`src/rtl/riscv_m_pkg.sv`:
```
// Shared definitions for the RV32M/RV64M multiply/divide unit:
// funct3 operation encodings, FSM states and decoder constants.
package riscv_m_pkg;

  // funct3 encodings of the M extension
  typedef enum logic [2:0] {
    OP_MUL    = 3'd0,
    OP_MULH   = 3'd1,
    OP_MULHSU = 3'd2,
    OP_MULHU  = 3'd3,
    OP_DIV    = 3'd4,
    OP_DIVU   = 3'd5,
    OP_REM    = 3'd6,
    OP_REMU   = 3'd7
  } muldiv_op_e;

  // Control FSM states
  typedef enum logic [1:0] {
    ST_IDLE = 2'd0,
    ST_CALC = 2'd1,
    ST_FIX  = 2'd2,
    ST_DONE = 2'd3
  } muldiv_state_e;

  // R-type OP opcode and funct7 value that select the M extension
  localparam logic [6:0] OPCODE_OP     = 7'b0110011;
  localparam logic [6:0] FUNCT7_MULDIV = 7'b0000001;

  // Divide/remainder group occupies funct3[2] = 1
  function automatic logic is_div_op(input muldiv_op_e op);
    return op[2];
  endfunction

  // rs1 is interpreted as signed for MULH, MULHSU, DIV and REM
  function automatic logic rs1_is_signed(input muldiv_op_e op);
    return (op == OP_MULH) || (op == OP_MULHSU) || (op == OP_DIV) || (op == OP_REM);
  endfunction

  // rs2 is interpreted as signed for MULH, DIV and REM
  function automatic logic rs2_is_signed(input muldiv_op_e op);
    return (op == OP_MULH) || (op == OP_DIV) || (op == OP_REM);
  endfunction

endpackage

```
`src/rtl/muldiv_step.sv`:
```
// One radix-2 iteration of the multiply/divide datapath, purely combinational.
// Multiply: shift-add, {hi,lo} holds the partial product with the multiplier
// consumed from lo[0]. Divide: restoring, hi is the partial remainder and lo
// shifts the dividend out at the top while quotient bits enter at the bottom.
module muldiv_step #(
  parameter int XLEN = 32
) (
  input  logic            is_div_i,
  input  logic [XLEN-1:0] opnd_i,
  input  logic [XLEN-1:0] hi_i,
  input  logic [XLEN-1:0] lo_i,
  output logic [XLEN-1:0] hi_o,
  output logic [XLEN-1:0] lo_o
);

  logic [XLEN:0]   add_sum;
  logic [XLEN:0]   shifted;
  logic [XLEN-1:0] diff;
  logic            ge;

  // Single shift-add or trial-subtract step
  always_comb begin
    add_sum = {1'b0, hi_i} + (lo_i[0] ? {1'b0, opnd_i} : {(XLEN+1){1'b0}});
    shifted = {hi_i, lo_i[XLEN-1]};
    ge      = (shifted >= {1'b0, opnd_i});
    // When ge holds the true difference is below the divisor, so XLEN bits suffice
    diff    = shifted[XLEN-1:0] - opnd_i;
    if (is_div_i) begin
      hi_o = ge ? diff : shifted[XLEN-1:0];
      lo_o = {lo_i[XLEN-2:0], ge};
    end else begin
      hi_o = add_sum[XLEN:1];
      lo_o = {add_sum[0], lo_i[XLEN-1:1]};
    end
  end

endmodule

```
`src/rtl/riscv_muldiv.sv`:
```
// Iterative RISC-V M-extension unit. Operands are converted to magnitudes on
// accept, CALC retires UNROLL bits per cycle, FIX applies result signs, and
// DONE presents the result until the consumer takes it. Divide-by-zero and
// signed overflow skip straight to DONE.
module riscv_muldiv
  import riscv_m_pkg::*;
#(
  parameter int XLEN   = 32,
  parameter int UNROLL = 1
) (
  input  logic            clk,
  input  logic            rst,
  input  logic            in_valid,
  output logic            in_ready,
  input  logic [2:0]      in_op,
  input  logic [XLEN-1:0] in_rs1,
  input  logic [XLEN-1:0] in_rs2,
  input  logic [4:0]      in_rd,
  input  logic            flush,
  output logic            out_valid,
  input  logic            out_ready,
  output logic [XLEN-1:0] out_result,
  output logic [4:0]      out_rd,
  output logic            busy
);

  localparam int NSTEPS = XLEN / UNROLL;
  localparam int CW     = $clog2(NSTEPS);
  localparam logic [CW-1:0]   LAST_STEP = CW'(NSTEPS - 1);
  localparam logic [XLEN-1:0] MOST_NEG  = {1'b1, {(XLEN-1){1'b0}}};

  // Illegal parameterisations stop elaboration
  generate
    if (!((XLEN == 32) || (XLEN == 64))) begin : g_bad_xlen
      $fatal(1, "riscv_muldiv: XLEN must be 32 or 64");
    end
    if (!((UNROLL == 1) || (UNROLL == 2) || (UNROLL == 4)) || ((XLEN % UNROLL) != 0)) begin : g_bad_unroll
      $fatal(1, "riscv_muldiv: UNROLL must be 1, 2 or 4 and divide XLEN");
    end
  endgenerate

  muldiv_state_e   state_q, state_d;
  muldiv_op_e      op_q, op_d;
  logic [4:0]      rd_q, rd_d;
  logic            sign1_q, sign1_d;
  logic            sign2_q, sign2_d;
  logic [XLEN-1:0] opnd_q, opnd_d;
  logic [XLEN-1:0] hi_q, hi_d;
  logic [XLEN-1:0] lo_q, lo_d;
  logic [XLEN-1:0] res_q, res_d;
  logic [CW-1:0]   cnt_q, cnt_d;

  // Request decode
  muldiv_op_e      in_op_e;
  logic            in_is_div;
  logic            in_s1, in_s2;
  logic [XLEN-1:0] mag1, mag2;
  logic            div_by_zero, div_overflow, in_special;
  logic [XLEN-1:0] special_res;
  logic            accept;

  assign in_op_e      = muldiv_op_e'(in_op);
  assign in_is_div    = is_div_op(in_op_e);
  assign in_s1        = rs1_is_signed(in_op_e) & in_rs1[XLEN-1];
  assign in_s2        = rs2_is_signed(in_op_e) & in_rs2[XLEN-1];
  assign mag1         = in_s1 ? -in_rs1 : in_rs1;
  assign mag2         = in_s2 ? -in_rs2 : in_rs2;
  assign div_by_zero  = in_is_div && (in_rs2 == '0);
  assign div_overflow = ((in_op_e == OP_DIV) || (in_op_e == OP_REM)) &&
                        (in_rs1 == MOST_NEG) && (in_rs2 == '1);
  assign in_special   = div_by_zero || div_overflow;
  // funct3[1] separates the remainder ops from the quotient ops
  assign special_res  = div_by_zero ? (in_op[1] ? in_rs1 : '1)
                                    : (in_op[1] ? '0 : in_rs1);
  assign accept       = in_valid && (state_q == ST_IDLE) && !flush;

  // Iteration chain: UNROLL steps per CALC cycle
  logic [XLEN-1:0] hi_chain [UNROLL+1];
  logic [XLEN-1:0] lo_chain [UNROLL+1];

  assign hi_chain[0] = hi_q;
  assign lo_chain[0] = lo_q;

  generate
    for (genvar gi = 0; gi < UNROLL; gi++) begin : g_step
      muldiv_step #(.XLEN(XLEN)) u_step (
        .is_div_i (is_div_op(op_q)),
        .opnd_i   (opnd_q),
        .hi_i     (hi_chain[gi]),
        .lo_i     (lo_chain[gi]),
        .hi_o     (hi_chain[gi+1]),
        .lo_o     (lo_chain[gi+1])
      );
    end
  endgenerate

  // Sign fix-up of the magnitude result
  logic [2*XLEN-1:0] prod_raw, prod_fix;
  logic [XLEN-1:0]   quo_fix, rem_fix, fix_res;

  // Negate the product/quotient/remainder according to the captured signs
  always_comb begin
    prod_raw = {hi_q, lo_q};
    prod_fix = (sign1_q ^ sign2_q) ? -prod_raw : prod_raw;
    quo_fix  = (sign1_q ^ sign2_q) ? -lo_q : lo_q;
    rem_fix  = sign1_q ? -hi_q : hi_q;
    case (op_q)
      OP_MUL:                       fix_res = prod_fix[XLEN-1:0];
      OP_MULH, OP_MULHSU, OP_MULHU: fix_res = prod_fix[2*XLEN-1:XLEN];
      OP_DIV, OP_DIVU:              fix_res = quo_fix;
      default:                      fix_res = rem_fix;
    endcase
  end

  // FSM state register
  always_ff @(posedge clk or posedge rst) begin
    if (rst) begin
      state_q <= ST_IDLE;
    end else begin
      state_q <= state_d;
    end
  end

  // FSM next state and handshake outputs
  always_comb begin
    state_d    = state_q;
    in_ready   = 1'b0;
    busy       = 1'b1;
    out_valid  = 1'b0;
    out_result = '0;
    out_rd     = '0;
    case (state_q)
      ST_IDLE: begin
        in_ready = 1'b1;
        busy     = 1'b0;
        if (accept) begin
          state_d = in_special ? ST_DONE : ST_CALC;
        end
      end
      ST_CALC: begin
        if (cnt_q == LAST_STEP) begin
          state_d = ST_FIX;
        end
      end
      ST_FIX: begin
        state_d = ST_DONE;
      end
      default: begin
        out_valid  = 1'b1;
        out_result = res_q;
        out_rd     = rd_q;
        if (out_ready) begin
          state_d = ST_IDLE;
        end
      end
    endcase
    // Abort wins over every other transition outside IDLE
    if (flush && (state_q != ST_IDLE)) begin
      state_d = ST_IDLE;
    end
  end

  // Datapath next-state: capture on accept, iterate in CALC, fix up in FIX
  always_comb begin
    op_d    = op_q;
    rd_d    = rd_q;
    sign1_d = sign1_q;
    sign2_d = sign2_q;
    opnd_d  = opnd_q;
    hi_d    = hi_q;
    lo_d    = lo_q;
    cnt_d   = cnt_q;
    res_d   = res_q;
    case (state_q)
      ST_IDLE: begin
        if (accept) begin
          op_d    = in_op_e;
          rd_d    = in_rd;
          sign1_d = in_s1;
          sign2_d = in_s2;
          hi_d    = '0;
          cnt_d   = '0;
          lo_d    = in_is_div ? mag1 : mag2;
          opnd_d  = in_is_div ? mag2 : mag1;
          res_d   = special_res;
        end
      end
      ST_CALC: begin
        hi_d  = hi_chain[UNROLL];
        lo_d  = lo_chain[UNROLL];
        cnt_d = cnt_q + CW'(1);
      end
      ST_FIX: begin
        res_d = fix_res;
      end
      default: ;
    endcase
  end

  // Datapath registers
  always_ff @(posedge clk or posedge rst) begin
    if (rst) begin
      op_q    <= OP_MUL;
      rd_q    <= '0;
      sign1_q <= 1'b0;
      sign2_q <= 1'b0;
      opnd_q  <= '0;
      hi_q    <= '0;
      lo_q    <= '0;
      cnt_q   <= '0;
      res_q   <= '0;
    end else begin
      op_q    <= op_d;
      rd_q    <= rd_d;
      sign1_q <= sign1_d;
      sign2_q <= sign2_d;
      opnd_q  <= opnd_d;
      hi_q    <= hi_d;
      lo_q    <= lo_d;
      cnt_q   <= cnt_d;
      res_q   <= res_d;
    end
  end

endmodule

```
`config.mk`:
```
export PLATFORM = sky130hd
export DESIGN_NAME = riscv_muldiv
export DESIGN_NICKNAME = d
export VERILOG_FILES = /design/src/rtl/riscv_m_pkg.sv /design/src/rtl/muldiv_step.sv /design/src/rtl/riscv_muldiv.sv
export SDC_FILE = /design/constraint.sdc
export NUM_CORES = 1
export LEC_CHECK = 0
export CAP_MARGIN = 40
export CORE_MARGIN = 2
export CORE_UTILIZATION = 30
export DETAILED_ROUTE_END_ITERATION = 12
export PLACE_DENSITY = 0.53
export RECOVER_POWER = 50
export SLEW_MARGIN = 20
export SYNTH_ARGS = -nofsm -noshare
export SYNTH_HDL_FRONTEND = slang
export SYNTH_SLANG_ARGS = --single-unit
```
`constraint.sdc`:
```
create_clock -name clk -period 14.6 [get_ports clk]
set_input_delay 2.19 -clock clk [delete_from_list [all_inputs] [get_ports clk]]
set_output_delay 2.19 -clock clk [all_outputs]
set_load 0.02 [all_outputs]
```
==> results.ini <==
[run_status]
status = complete, but fails checks
violations = capacitance limit, slew limit

[global_route]
overflow = 0
track_usage_pct = 23.6
grt_use_met1_pct = 32.4
first_global_vias = 14800
gr-usage-met3_pct = 3.79
grt_max_degree = 105
use_met2_pct = 36.8
grt_pass1_wl_mm = 95.3
antenna_found_initial = 2
grt-busiest-layer = met2

[timing]
slew_violations = 223
min_period_over_period_pct = 48.8
fin_worst_skew_ps = 17.8
max_freq_mhz = 140
fin_crit_ps = 7120
slew_headroom_pct = -107
grt_setup_unrepaired = false
timing_hold_violations_final = 0
fin_tns_setup_ps = 0
setup_viol = 0
tightest_slew_ps = 3100

[cells_and_area]
final_cell_mix = nor2_1, a21oi_1, nand2_1
post_route_cells_drive_above_1_share_pct = 6.36
fillers = 5423
final_common_cell = nor2_1
fin_nets = 2200
layout-area-overhead-vs-synth_pct = 14.9
final_cells = 2740

[clock_tree]
tritoncts = done
hold_buffers = 0
postCtsSetupBuffers = 0
cts_buffer_depth = 2
htreeDepth = 4
cts-buffers-inserted = 17
cts_resized = 0
clk_pin_slew_ps = 70
insertion_delay_ps = 460
cts-root-buf = clkbuf_16
numClockSinks = 145

[routing]
avgRoutedWirePerCell_um = 23.4
final_antenna_net_count = 0
drtIter0Drc = 1425
firstDrtPassIters = 6
drcViolationCount = 0
wl_mm = 64.2
via_per_inst = 5.78
num_vias = 15800

[yosys]
synth-xor-area-share_pct = 10.5
synthTopCellsByArea = dfrtp_1, a21oi_1, ha_1, xnor2_1, o21ai_0
synth_top_area_cell = dfrtp_1
synthCells = 2016
async_flop_share_pct = 100
yosysSeqAreaShare_pct = 23.5
synth_fa_ha_area_share_pct = 8.35
syn_area_per_cell_um2 = 7.65
syn_nets = 2170
synthMuxAreaShare_pct = 5.23
synth_area_um2 = 15400
synth_seq_cells = 145
synth_edf_count = 0
yosys.area.top_type_share_pct = 23.5
yosys.area_share.simple_pct = 19.2
synth-compound-area-share_pct = 27.2
synth_top_family_by_area = compound AO/OA/AOI/OAI gates
synthFlopType = dfrtp_1
ys_types = 81
yosys_warnings = 0

[floorplanning]
num_rows = 83
start_util_pct = 30.2
fp.coreArea_um2 = 51100
die-area_um2 = 53300
io_pins = 117
die_w_um = 231
fp.dieH_um = 231

[power]
power_leakage_uw = 0.00701
peakVddDrop_mv = 0.107
power.density_nw_per_um2 = 238

[critical_path]
critPathBufInv = 4
arrival_ps = 7470
cpPeakStageDelay_ps = 2170
crit_type = primary input to register
crit_path_start_kind = primary input
cpMaxStageDelayCell = clkbuf_1
required_ps = 14940
cp_max_fo = 64
path_cells = dlygate4sd3_1, nand3b_1, clkbuf_1, clkbuf_1, a21boi_1, nor2_1, buf_4, o221ai_1, a21oi_1, a221o_1
crit_family = buffers and inverters
cp_common_cell = clkbuf_1
critPathCaptureType = register

[hold_path]
hp-class = register to register

[placement]
dpl.hpwl_mm = 50.5
place_congestion = 0.972
port_buffers = 116
post-place-cells = 2705

[flow_run]
drv_cap = 5

cell usage after synthesis (15+ instances only):
library cell / number
nor2_1: 205
a21oi_1: 196
nand2_1: 174
o21ai_0: 159
dfrtp_1: 145
clkbuf_1: 109
xnor2_1: 99
xor2_1: 86
inv_1: 77
ha_1: 75
and2_1: 41
o22ai_1: 41
mux2i_1: 39
mux2_2: 37
nor3_1: 32
a211oi_1: 31
maj3_1: 31
o211ai_1: 28
nand3_1: 27
o31ai_1: 26
a21o_1: 24
o221ai_1: 22
nand2b_1: 21
nand4_1: 19
nor4_1: 18
o41ai_1: 17
or4_1: 15
cell families after synthesis:
| group | Yosys count |
|---|---|
| compound gates | 662 |
| xor+xnor | 185 |
| fa+ha+maj | 108 |
| buf+inv | 219 |
| flops | 145 |
| mux | 76 |
| simple gates | 621 |
cell type report:
| cell class | count | area [um2] | share of cell area, % |
|---|---|---|---|
| repair buffers | 152 | 1460 | 8.21 |
| clock inverters | 7 | 76.3 | 0.430 |
| diodes | 1 | 2.50 | 0.0141 |
| clock buffers | 25 | 475 | 2.68 |
| inverters | 78 | 294 | 1.66 |
| well taps | 680 | 851 | 4.80 |
| flip-flops and latches | 145 | 3630 | 20.5 |
| multi-input cells | 1652 | 10900 | 61.7 |
per-stage QoR:
| step | hold slack, ps | area [um2] | worst slack (ps) | util [%] | power, uW |
|---|---|---|---|---|---|
| final | 492 | 17700 | 7480 | 34.7 | 4220 |
| after global routing | 518 | 17700 | 6730 | 34.7 | 4520 |
| after CTS | 497 | 17800 | 9600 | 34.8 | 4180 |
| after detailed placement | 483 | 17200 | 9120 | 33.7 | 3720 |
| after global placement | 466 | 17100 | 8820 | 33.4 | 3690 |
| after floorplan | 450 | 15400 | 8520 | - | 2850 |
worst register-to-register path, delay by kind of cell (launching register included):
family,cells,cell delay (ps)
compound gates,4,1390
fa+ha+maj,1,440
buf+inv,4,3200
flops,1,450
simple gates,2,290
worst paths after layout:
kind / slack, ps / depth (start not counted) / end / startpoint
worst max-delay path: 7480 / 10 / res_q[17]$_DFFE_PP0P_ / flush
worst min-delay path: 490 / 2 / opnd_q[13]$_DFFE_PP0P_ / opnd_q[13]$_DFFE_PP0P_
worst max register to register: 8740 / 11 / res_q[17]$_DFFE_PP0P_ / state_q[0]$_DFFE_PP0P_
worst min register to register: 490 / 2 / opnd_q[13]$_DFFE_PP0P_ / opnd_q[13]$_DFFE_PP0P_
max in group asynchronous: 7640 / 4 / op_q[0]$_DFFE_PP0P_ / rst
min in group asynchronous: 2680 / 2 / opnd_q[6]$_DFFE_PP0P_ / rst
flip-flops by register name, summed over array words and instances, names as in the netlist:
register,cells
res_q,32
sign2_q,1
sign1_q,1
rd_q,5
hi_q,32
cnt_q,5
op_q,3
state_q,2
lo_q,32
opnd_q,32
layer usage:
| layer | wire length [um] | up-vias | share of wire [%] |
|---|---|---|---|
| met5 | 14 | - | 0.022 |
| met4 | 2640 | 2 | 4.1 |
| met3 | 4470 | 106 | 7.0 |
| met2 | 28700 | 660 | 45 |
| met1 | 28400 | 7657 | 44 |
| li1 | - | 7411 | - |
report_power, final:
part | switching (uW) | leakage (uW) | internal (uW) | total (uW)
sequential | 300 | 0.00177 | 585 | 885
clock | 195 | 0.000262 | 245 | 440
combinational | 1780 | 0.00497 | 1110 | 2890
total | 2280 | 0.00701 | 1940 | 4220
(Power assumes the default switching activity.)
